==> config.mk <==
export PLATFORM = sky130hd
export DESIGN_NAME = ob_table_arb_flat
export DESIGN_NICKNAME = d
export VERILOG_FILES = /design/src/rtl/ob_pkg.sv /design/src/rtl/ob_table_arb_if.sv /design/src/rtl/ob_rr_arb2.sv /design/src/rtl/ob_table_arb.sv /design/src/flat_wrapper.sv
export SDC_FILE = /design/constraint.sdc
export NUM_CORES = 1
export LEC_CHECK = 0
export CAP_MARGIN = 25
export CORE_AREA = 10 10 153 155
export CTS_CLUSTER_SIZE = 24
export DETAILED_ROUTE_END_ITERATION = 6
export DIE_AREA = 0 0 163 165
export HOLD_SLACK_MARGIN = 0.02
export PLACE_DENSITY_LB_ADDON = 0.3
export SYNTH_ARGS = -nofsm -noshare
export SYNTH_HDL_FRONTEND = slang
export SYNTH_SLANG_ARGS = --single-unit
==> constraint.sdc <==
create_clock -name clk -period 2.6 [get_ports clk]
set_input_delay 0.26 -clock clk [delete_from_list [all_inputs] [get_ports clk]]
set_output_delay 0.26 -clock clk [all_outputs]
set_load 0.02 [all_outputs]
==> src/rtl/ob_pkg.sv <==
// Shared order-table command/response types and arbiter state encoding,
// used by both the ask-side and bid-side table arbiters.
package ob_pkg;

    localparam int UID_W   = 32;
    localparam int PRICE_W = 16;
    localparam int QTY_W   = 16;

    typedef enum logic [1:0] {
        OP_INSERT = 2'd0,
        OP_CANCEL = 2'd1,
        OP_PEEK   = 2'd2,
        OP_POP    = 2'd3
    } ob_tbl_op_t;

    typedef enum logic [1:0] {
        ST_OK       = 2'd0,
        ST_EMPTY    = 2'd1,
        ST_NOTFOUND = 2'd2,
        ST_TIMEOUT  = 2'd3
    } ob_tbl_status_t;

    typedef struct packed {
        ob_tbl_op_t         op;
        logic [UID_W-1:0]   uid;
        logic [PRICE_W-1:0] price;
        logic [QTY_W-1:0]   qty;
    } ob_tbl_cmd_t;

    typedef struct packed {
        ob_tbl_status_t     status;
        logic [UID_W-1:0]   uid;
        logic [PRICE_W-1:0] price;
        logic [QTY_W-1:0]   qty;
    } ob_tbl_rsp_t;

    localparam logic [1:0] ARB_IDLE  = 2'd0;
    localparam logic [1:0] ARB_ISSUE = 2'd1;
    localparam logic [1:0] ARB_WAIT  = 2'd2;
    localparam logic [1:0] ARB_RESP  = 2'd3;

endpackage

==> src/rtl/ob_table_arb_if.sv <==
// Bundle of the two requester ports and the single order-table port.
// Every *_vld/*_rdy pair transfers when both are high at a rising clk edge; a
// raised vld keeps its payload stable until that edge. tbl_rsp_vld is the only
// exception: a one-cycle pulse with no ready.
interface ob_table_arb_if;
    import ob_pkg::*;

    logic        cmd0_vld;
    ob_tbl_cmd_t cmd0;
    logic        cmd0_rdy;
    logic        cmd1_vld;
    ob_tbl_cmd_t cmd1;
    logic        cmd1_rdy;

    logic        rsp0_vld;
    ob_tbl_rsp_t rsp0;
    logic        rsp0_rdy;
    logic        rsp1_vld;
    ob_tbl_rsp_t rsp1;
    logic        rsp1_rdy;

    logic        tbl_cmd_vld;
    ob_tbl_cmd_t tbl_cmd;
    logic        tbl_cmd_rdy;
    logic        tbl_rsp_vld;
    ob_tbl_rsp_t tbl_rsp;

    modport slave (
        input  cmd0_vld, cmd0, cmd1_vld, cmd1, rsp0_rdy, rsp1_rdy,
               tbl_cmd_rdy, tbl_rsp_vld, tbl_rsp,
        output cmd0_rdy, cmd1_rdy, rsp0_vld, rsp0, rsp1_vld, rsp1,
               tbl_cmd_vld, tbl_cmd
    );

    modport master (
        output cmd0_vld, cmd0, cmd1_vld, cmd1, rsp0_rdy, rsp1_rdy,
               tbl_cmd_rdy, tbl_rsp_vld, tbl_rsp,
        input  cmd0_rdy, cmd1_rdy, rsp0_vld, rsp0, rsp1_vld, rsp1,
               tbl_cmd_vld, tbl_cmd
    );

endinterface

==> src/rtl/ob_rr_arb2.sv <==
// Two-way round-robin picker: requester 1 wins when alone or when ptr favours it.
module ob_rr_arb2 (
    input  logic [1:0] req,
    input  logic       ptr,
    output logic [1:0] gnt
);

    always_comb begin
        gnt = 2'b00;
        if (req[1] && (!req[0] || ptr)) begin
            gnt = 2'b10;
        end else if (req[0]) begin
            gnt = 2'b01;
        end
    end

endmodule

==> src/rtl/ob_table_arb.sv <==
// Shares the ask-side order table between command ingress (0) and the match
// engine (1): one transaction in flight, response routed to its owner, timeout.
module ob_table_arb
    import ob_pkg::*;
#(
    parameter int TIMEOUT = 255
) (
    input  logic                 clk,
    input  logic                 rst,
    ob_table_arb_if.slave        bus,
    output logic                 busy,
    output logic                 err_spurious,
    output logic [1:0]           o_dbg_state,
    output logic                 o_dbg_ptr
);

    localparam int TMR_W = (TIMEOUT > 1) ? $clog2(TIMEOUT) : 1;
    localparam logic [TMR_W-1:0] TMR_LAST = TMR_W'(TIMEOUT - 1);

    logic [1:0]       r_state;
    logic             r_ptr;
    logic             r_owner;
    logic [TMR_W-1:0] r_timer;
    logic             r_err;
    ob_tbl_cmd_t      r_cmd;
    ob_tbl_rsp_t      r_rsp;

    logic [1:0] w_gnt;
    logic       w_live;
    logic       w_idle;
    logic       w_resp;
    logic       w_rsp_hs;

    ob_rr_arb2 u_rr (
        .req ({bus.cmd1_vld, bus.cmd0_vld}),
        .ptr (r_ptr),
        .gnt (w_gnt)
    );

    // Outputs are forced quiet while rst is held, even before the state register clears.
    assign w_live = !rst;
    assign w_idle = w_live && (r_state == ARB_IDLE);
    assign w_resp = w_live && (r_state == ARB_RESP);

    assign bus.cmd0_rdy    = w_idle && w_gnt[0];
    assign bus.cmd1_rdy    = w_idle && w_gnt[1];
    assign bus.tbl_cmd_vld = w_live && (r_state == ARB_ISSUE);
    assign bus.tbl_cmd     = r_cmd;
    assign bus.rsp0_vld    = w_resp && !r_owner;
    assign bus.rsp1_vld    = w_resp && r_owner;
    assign bus.rsp0        = r_rsp;
    assign bus.rsp1        = r_rsp;

    assign w_rsp_hs = (bus.rsp0_vld && bus.rsp0_rdy) || (bus.rsp1_vld && bus.rsp1_rdy);

    assign busy         = w_live && (r_state != ARB_IDLE);
    assign err_spurious = r_err;
    assign o_dbg_state  = r_state;
    assign o_dbg_ptr    = r_ptr;

    always_ff @(posedge clk) begin
        if (rst) begin
            r_state <= ARB_IDLE;
            r_ptr   <= 1'b0;
            r_owner <= 1'b0;
            r_timer <= '0;
            r_err   <= 1'b0;
            r_cmd   <= '0;
            r_rsp   <= '0;
        end else begin
            // Late answers after a timeout or reset land here rather than being delivered.
            if (bus.tbl_rsp_vld && (r_state != ARB_WAIT)) begin
                r_err <= 1'b1;
            end
            case (r_state)
                ARB_IDLE: begin
                    if (|w_gnt) begin
                        r_cmd   <= w_gnt[1] ? bus.cmd1 : bus.cmd0;
                        r_owner <= w_gnt[1];
                        r_state <= ARB_ISSUE;
                    end
                end
                ARB_ISSUE: begin
                    if (bus.tbl_cmd_rdy) begin
                        r_timer <= '0;
                        r_state <= ARB_WAIT;
                    end
                end
                ARB_WAIT: begin
                    if (bus.tbl_rsp_vld) begin
                        r_rsp   <= bus.tbl_rsp;
                        r_state <= ARB_RESP;
                    end else if (r_timer == TMR_LAST) begin
                        r_rsp.status <= ST_TIMEOUT;
                        r_rsp.uid    <= r_cmd.uid;
                        r_rsp.price  <= '0;
                        r_rsp.qty    <= '0;
                        r_state      <= ARB_RESP;
                    end else begin
                        r_timer <= r_timer + TMR_W'(1);
                    end
                end
                ARB_RESP: begin
                    if (w_rsp_hs) begin
                        r_ptr   <= ~r_owner;
                        r_state <= ARB_IDLE;
                    end
                end
                default: r_state <= ARB_IDLE;
            endcase
        end
    end

endmodule

==> src/flat_wrapper.sv <==
// flat-port wrapper written by rule: the top's interface ports become plain ports
module ob_table_arb_flat import ob_pkg::*;
#(
    parameter int TIMEOUT = 255
)
  (clk, rst, busy, err_spurious, o_dbg_state, o_dbg_ptr, bus_cmd0_vld, bus_cmd0, bus_cmd1_vld, bus_cmd1, bus_rsp0_rdy, bus_rsp1_rdy, bus_tbl_cmd_rdy, bus_tbl_rsp_vld, bus_tbl_rsp, bus_cmd0_rdy, bus_cmd1_rdy, bus_rsp0_vld, bus_rsp0, bus_rsp1_vld, bus_rsp1, bus_tbl_cmd_vld, bus_tbl_cmd);
  ob_table_arb_if bus_i ();
  input  logic clk;
  input  logic rst;
  output logic busy;
  output logic err_spurious;
  output logic [1:0] o_dbg_state;
  output logic o_dbg_ptr;
  input wire logic [$bits(bus_i.cmd0_vld)-1:0] bus_cmd0_vld;
  input wire logic [$bits(bus_i.cmd0)-1:0] bus_cmd0;
  input wire logic [$bits(bus_i.cmd1_vld)-1:0] bus_cmd1_vld;
  input wire logic [$bits(bus_i.cmd1)-1:0] bus_cmd1;
  input wire logic [$bits(bus_i.rsp0_rdy)-1:0] bus_rsp0_rdy;
  input wire logic [$bits(bus_i.rsp1_rdy)-1:0] bus_rsp1_rdy;
  input wire logic [$bits(bus_i.tbl_cmd_rdy)-1:0] bus_tbl_cmd_rdy;
  input wire logic [$bits(bus_i.tbl_rsp_vld)-1:0] bus_tbl_rsp_vld;
  input wire logic [$bits(bus_i.tbl_rsp)-1:0] bus_tbl_rsp;
  output wire logic [$bits(bus_i.cmd0_rdy)-1:0] bus_cmd0_rdy;
  output wire logic [$bits(bus_i.cmd1_rdy)-1:0] bus_cmd1_rdy;
  output wire logic [$bits(bus_i.rsp0_vld)-1:0] bus_rsp0_vld;
  output wire logic [$bits(bus_i.rsp0)-1:0] bus_rsp0;
  output wire logic [$bits(bus_i.rsp1_vld)-1:0] bus_rsp1_vld;
  output wire logic [$bits(bus_i.rsp1)-1:0] bus_rsp1;
  output wire logic [$bits(bus_i.tbl_cmd_vld)-1:0] bus_tbl_cmd_vld;
  output wire logic [$bits(bus_i.tbl_cmd)-1:0] bus_tbl_cmd;
  assign bus_i.cmd0_vld = bus_cmd0_vld;
  assign bus_i.cmd0 = bus_cmd0;
  assign bus_i.cmd1_vld = bus_cmd1_vld;
  assign bus_i.cmd1 = bus_cmd1;
  assign bus_i.rsp0_rdy = bus_rsp0_rdy;
  assign bus_i.rsp1_rdy = bus_rsp1_rdy;
  assign bus_i.tbl_cmd_rdy = bus_tbl_cmd_rdy;
  assign bus_i.tbl_rsp_vld = bus_tbl_rsp_vld;
  assign bus_i.tbl_rsp = bus_tbl_rsp;
  assign bus_cmd0_rdy = bus_i.cmd0_rdy;
  assign bus_cmd1_rdy = bus_i.cmd1_rdy;
  assign bus_rsp0_vld = bus_i.rsp0_vld;
  assign bus_rsp0 = bus_i.rsp0;
  assign bus_rsp1_vld = bus_i.rsp1_vld;
  assign bus_rsp1 = bus_i.rsp1;
  assign bus_tbl_cmd_vld = bus_i.tbl_cmd_vld;
  assign bus_tbl_cmd = bus_i.tbl_cmd;
  ob_table_arb #(.TIMEOUT(TIMEOUT)) u_core (.clk(clk), .rst(rst), .bus(bus_i), .busy(busy), .err_spurious(err_spurious), .o_dbg_state(o_dbg_state), .o_dbg_ptr(o_dbg_ptr));
endmodule
==> qor.yml <==
cp_common_cell: "inv_1"
viasPerCell: 4.842
nFillCells: 1824
routed-via-count: 6323
final_max_slew_viol_count: 0
portBuffers: 413
fin_setup_tns_ns: 0
firstDrtPassIters: 4
required_ns: 2.34
arrival_ns: 2.09
reg2reg_slack_ns: 0.55
power.density_nw_per_um2: 857.8
postRouteAntennaNets: 0
outcome: "complete, no violations"
grt_first_pass_wirelength_um: 39600
syn_nets: 903
drtIter0Drc: 306
relSlewSlack: 0.4632
boundaryPins: 414
synth_area_leaders: "dfxtp_1, mux2i_1, a211oi_1"
worst-setup-path-type: "reg2out"
max_stage_delay_ns: 0.65
cts-root-buf: "clkbuf_16"
antenna_found_initial: 7
period_needed_ns: 2.348
std_cell_rows: 52
fin_crit_sh: 0.9030
synth-edff-count: 0
drc_errors: 0
h-tree-depth: 4
place_area_um2: 10720
hold_violations: 0
grtUsageMet3: 0.08215
crit_buf_inv: 3
hpwl_um: 21760
seq_area_um2: 2903
clock_latency_ns: 0.42
grt_max_degree: 69
cp_top_family: "buffers and inverters"
grt.busiest_layer: "met2"
cts_buffers: 17
final_nets: 1231
cts_resized: 0
use_met1: 0.1983
die_area_um2: 26900
grtUsageMet2: 0.3414
synth_top_area_share: 0.4216
max-cap-violations: 0
syn-instance-count: 691
setup_slack_ns: 0.2523
yosys.cell_types.count: 52
grt_usage: 0.1917
ir_worst_vdd_mv: 0.4151
area_growth_pct: 63.89
fin_total_pwr_mw: 9.680
worstMarginPinSlew_ns: 0.8052
routabilityCongestion: 0.8062
clock_tree.buffer_depth: 2
drive_above_1_share: 0.09690
rsz0062_at_grt: "no"
grt_remaining_overflow: 0
cts_sinks: 145
crit_chain: "inv_1 -> ha_1 -> inv_1 -> nor3_1 -> clkdlybuf4s50_1"
cp_max_fo: 5
post_cts_buffers: 0
routed_wl_um: 27060
yosysTopAreaCell: "dfxtp_1"
synth_seq_cells: 145
dp_worst_setup_slack_ns: 0.4258
setup_violations: 0
layout.cell_area.non_filler_um2: 11280
multiInputGateArea_um2: 3120
first_global_vias: 6469
fin_worst_skew_ns: 0.008857
syn_avg_cell_area_um2: 9.964
max_clock_freq_ghz: 0.4260
die_w_um: 163
synth_top_flop_cell: "dfxtp_1"
ctsHoldBuffers: 0
endpoint_kind: "primary output"
yosysWarnings: 0
slowest_stage: "clkdlybuf4s50_1"
routedWlPerCell_um: 20.72
cp-start-kind: "flip-flop"
start_util: 0.3414
synth.cell_area_um2: 6885
core-area_um2: 20170
die_h_um: 165
cts_tree: "built"
p_leak_nw: 4.410
postSynth.asyncResetShare: 0
seq_area_frac_synth: 0.4216
hold_path_class: "in2reg"
clkTransAtPathRegs_ns: 0.07
[through the flow]
step | utilization | instances | hold slack [ns]
floorplan | - | 691 | 0.3855
global placement | 0.5316 | 1270 | 0.4501
detailed placement | 0.5316 | 1270 | 0.4547
CTS | 0.5589 | 1302 | 0.09567
global route | 0.5595 | 1306 | 0.1223
finish | 0.5595 | 1306 | 0.1204
[layout make-up]
cell class                      instances  area share
Antenna cell                            4   0.0008870
Clock buffer                           17     0.03770
Clock inverter                         15     0.01098
Inverter                                6    0.001996
Multi-Input combinational cell        416      0.2765
Sequential cell                       145      0.2572
Tap cell                              270     0.02994
Timing Repair Buffer                  433      0.3847
[final timing paths]
| kind | startpoint | end | cells past startpoint |
|---|---|---|---|
| setup reg to reg | u_core.r_timer[0] | u_core.bus.rsp0[37] | 6 |
| hold / removal | rst | u_core.o_dbg_ptr | 2 |
| setup / recovery | u_core.o_dbg_state[0] | bus_cmd1_rdy | 5 |
| hold reg to reg | u_core.err_spurious | u_core.err_spurious | 2 |
[placed cells by master (no fill, tap or decap), drive strengths merged, types with 2 or more instances in the layout]
cell             n
nand3            4
nand3b           2
or3              4
nor2            77
or4              2
clkinvlp         5
a21oi           44
clkinv           3
dfxtp          145
nand2b           5
buf             22
nand2            7
mux2i          100
nor3             3
nand4            2
o21ai            7
clkbuf          17
a31oi            2
and2             2
a211oi          98
a22o            32
clkdlybuf4s50  410
inv             13
a2111oi          2
diode            4
ha               6
[flip-flops by register name, indices dropped and copies added (netlist names)]
register and count:
u_core.bus.tbl_cmd 66, u_core.bus.rsp0 66, u_core.o_dbg_state 2, u_core.o_dbg_ptr 1, u_core.err_spurious 1, u_core.r_timer 8
u_core.r_owner 1
[power by group]
group	leakage, nW	switching (mW)	total [mW]	internal [mW]
Combinational	2.97	2.27	4.31	2.04
Sequential	1.19	0.379	3.09	2.71
Clock	0.256	1.04	2.28	1.24
Total	4.41	3.69	9.68	5.99
[cells in the mapped netlist, types with 2 or more instances]
master	count
a2111oi_0	2
a211oi_1	89
a211oi_2	9
a21oi_1	43
a22o_1	7
a22o_2	25
a31oi_1	2
buf_1	2
buf_2	18
buf_4	71
buf_6	11
clkbuf_1	19
clkbuf_8	2
dfxtp_1	145
ha_1	6
inv_1	5
mux2i_1	100
nand2_1	7
nand2b_1	5
nand3_1	4
nand3b_1	2
nor2_1	76
nor3_1	3
o21ai_0	6
or3_1	4
or4_1	2
[cell families after synthesis]
logic type / count (synthesis) / share of synthesized area
flip-flops: 145 / 0.4216
AO/OA/AOI/OAI: 195 / 0.2153
buffers and inverters: 130 / 0.1294
multiplexers: 101 / 0.1476
adder cells (fa/ha/maj): 6 / 0.01090
AND/OR/NAND/NOR: 114 / 0.07523
[routing by layer]
layer	up-vias	wire length [um]
met4	4	515
met1	2896	10110
met2	268	13850
li1	3125	-
met5	-	22
met3	30	2568
[worst reg2reg max path: cells and delay by family, from the launching register on]
family	cells	cell delay (ns)
AND/OR/NAND/NOR	2	0.83
adder cells (fa/ha/maj)	1	0.18
AO/OA/AOI/OAI	2	0.41
flip-flops	1	0.36
buffers and inverters	1	0.09
Power figures use the tool's default switching activity.
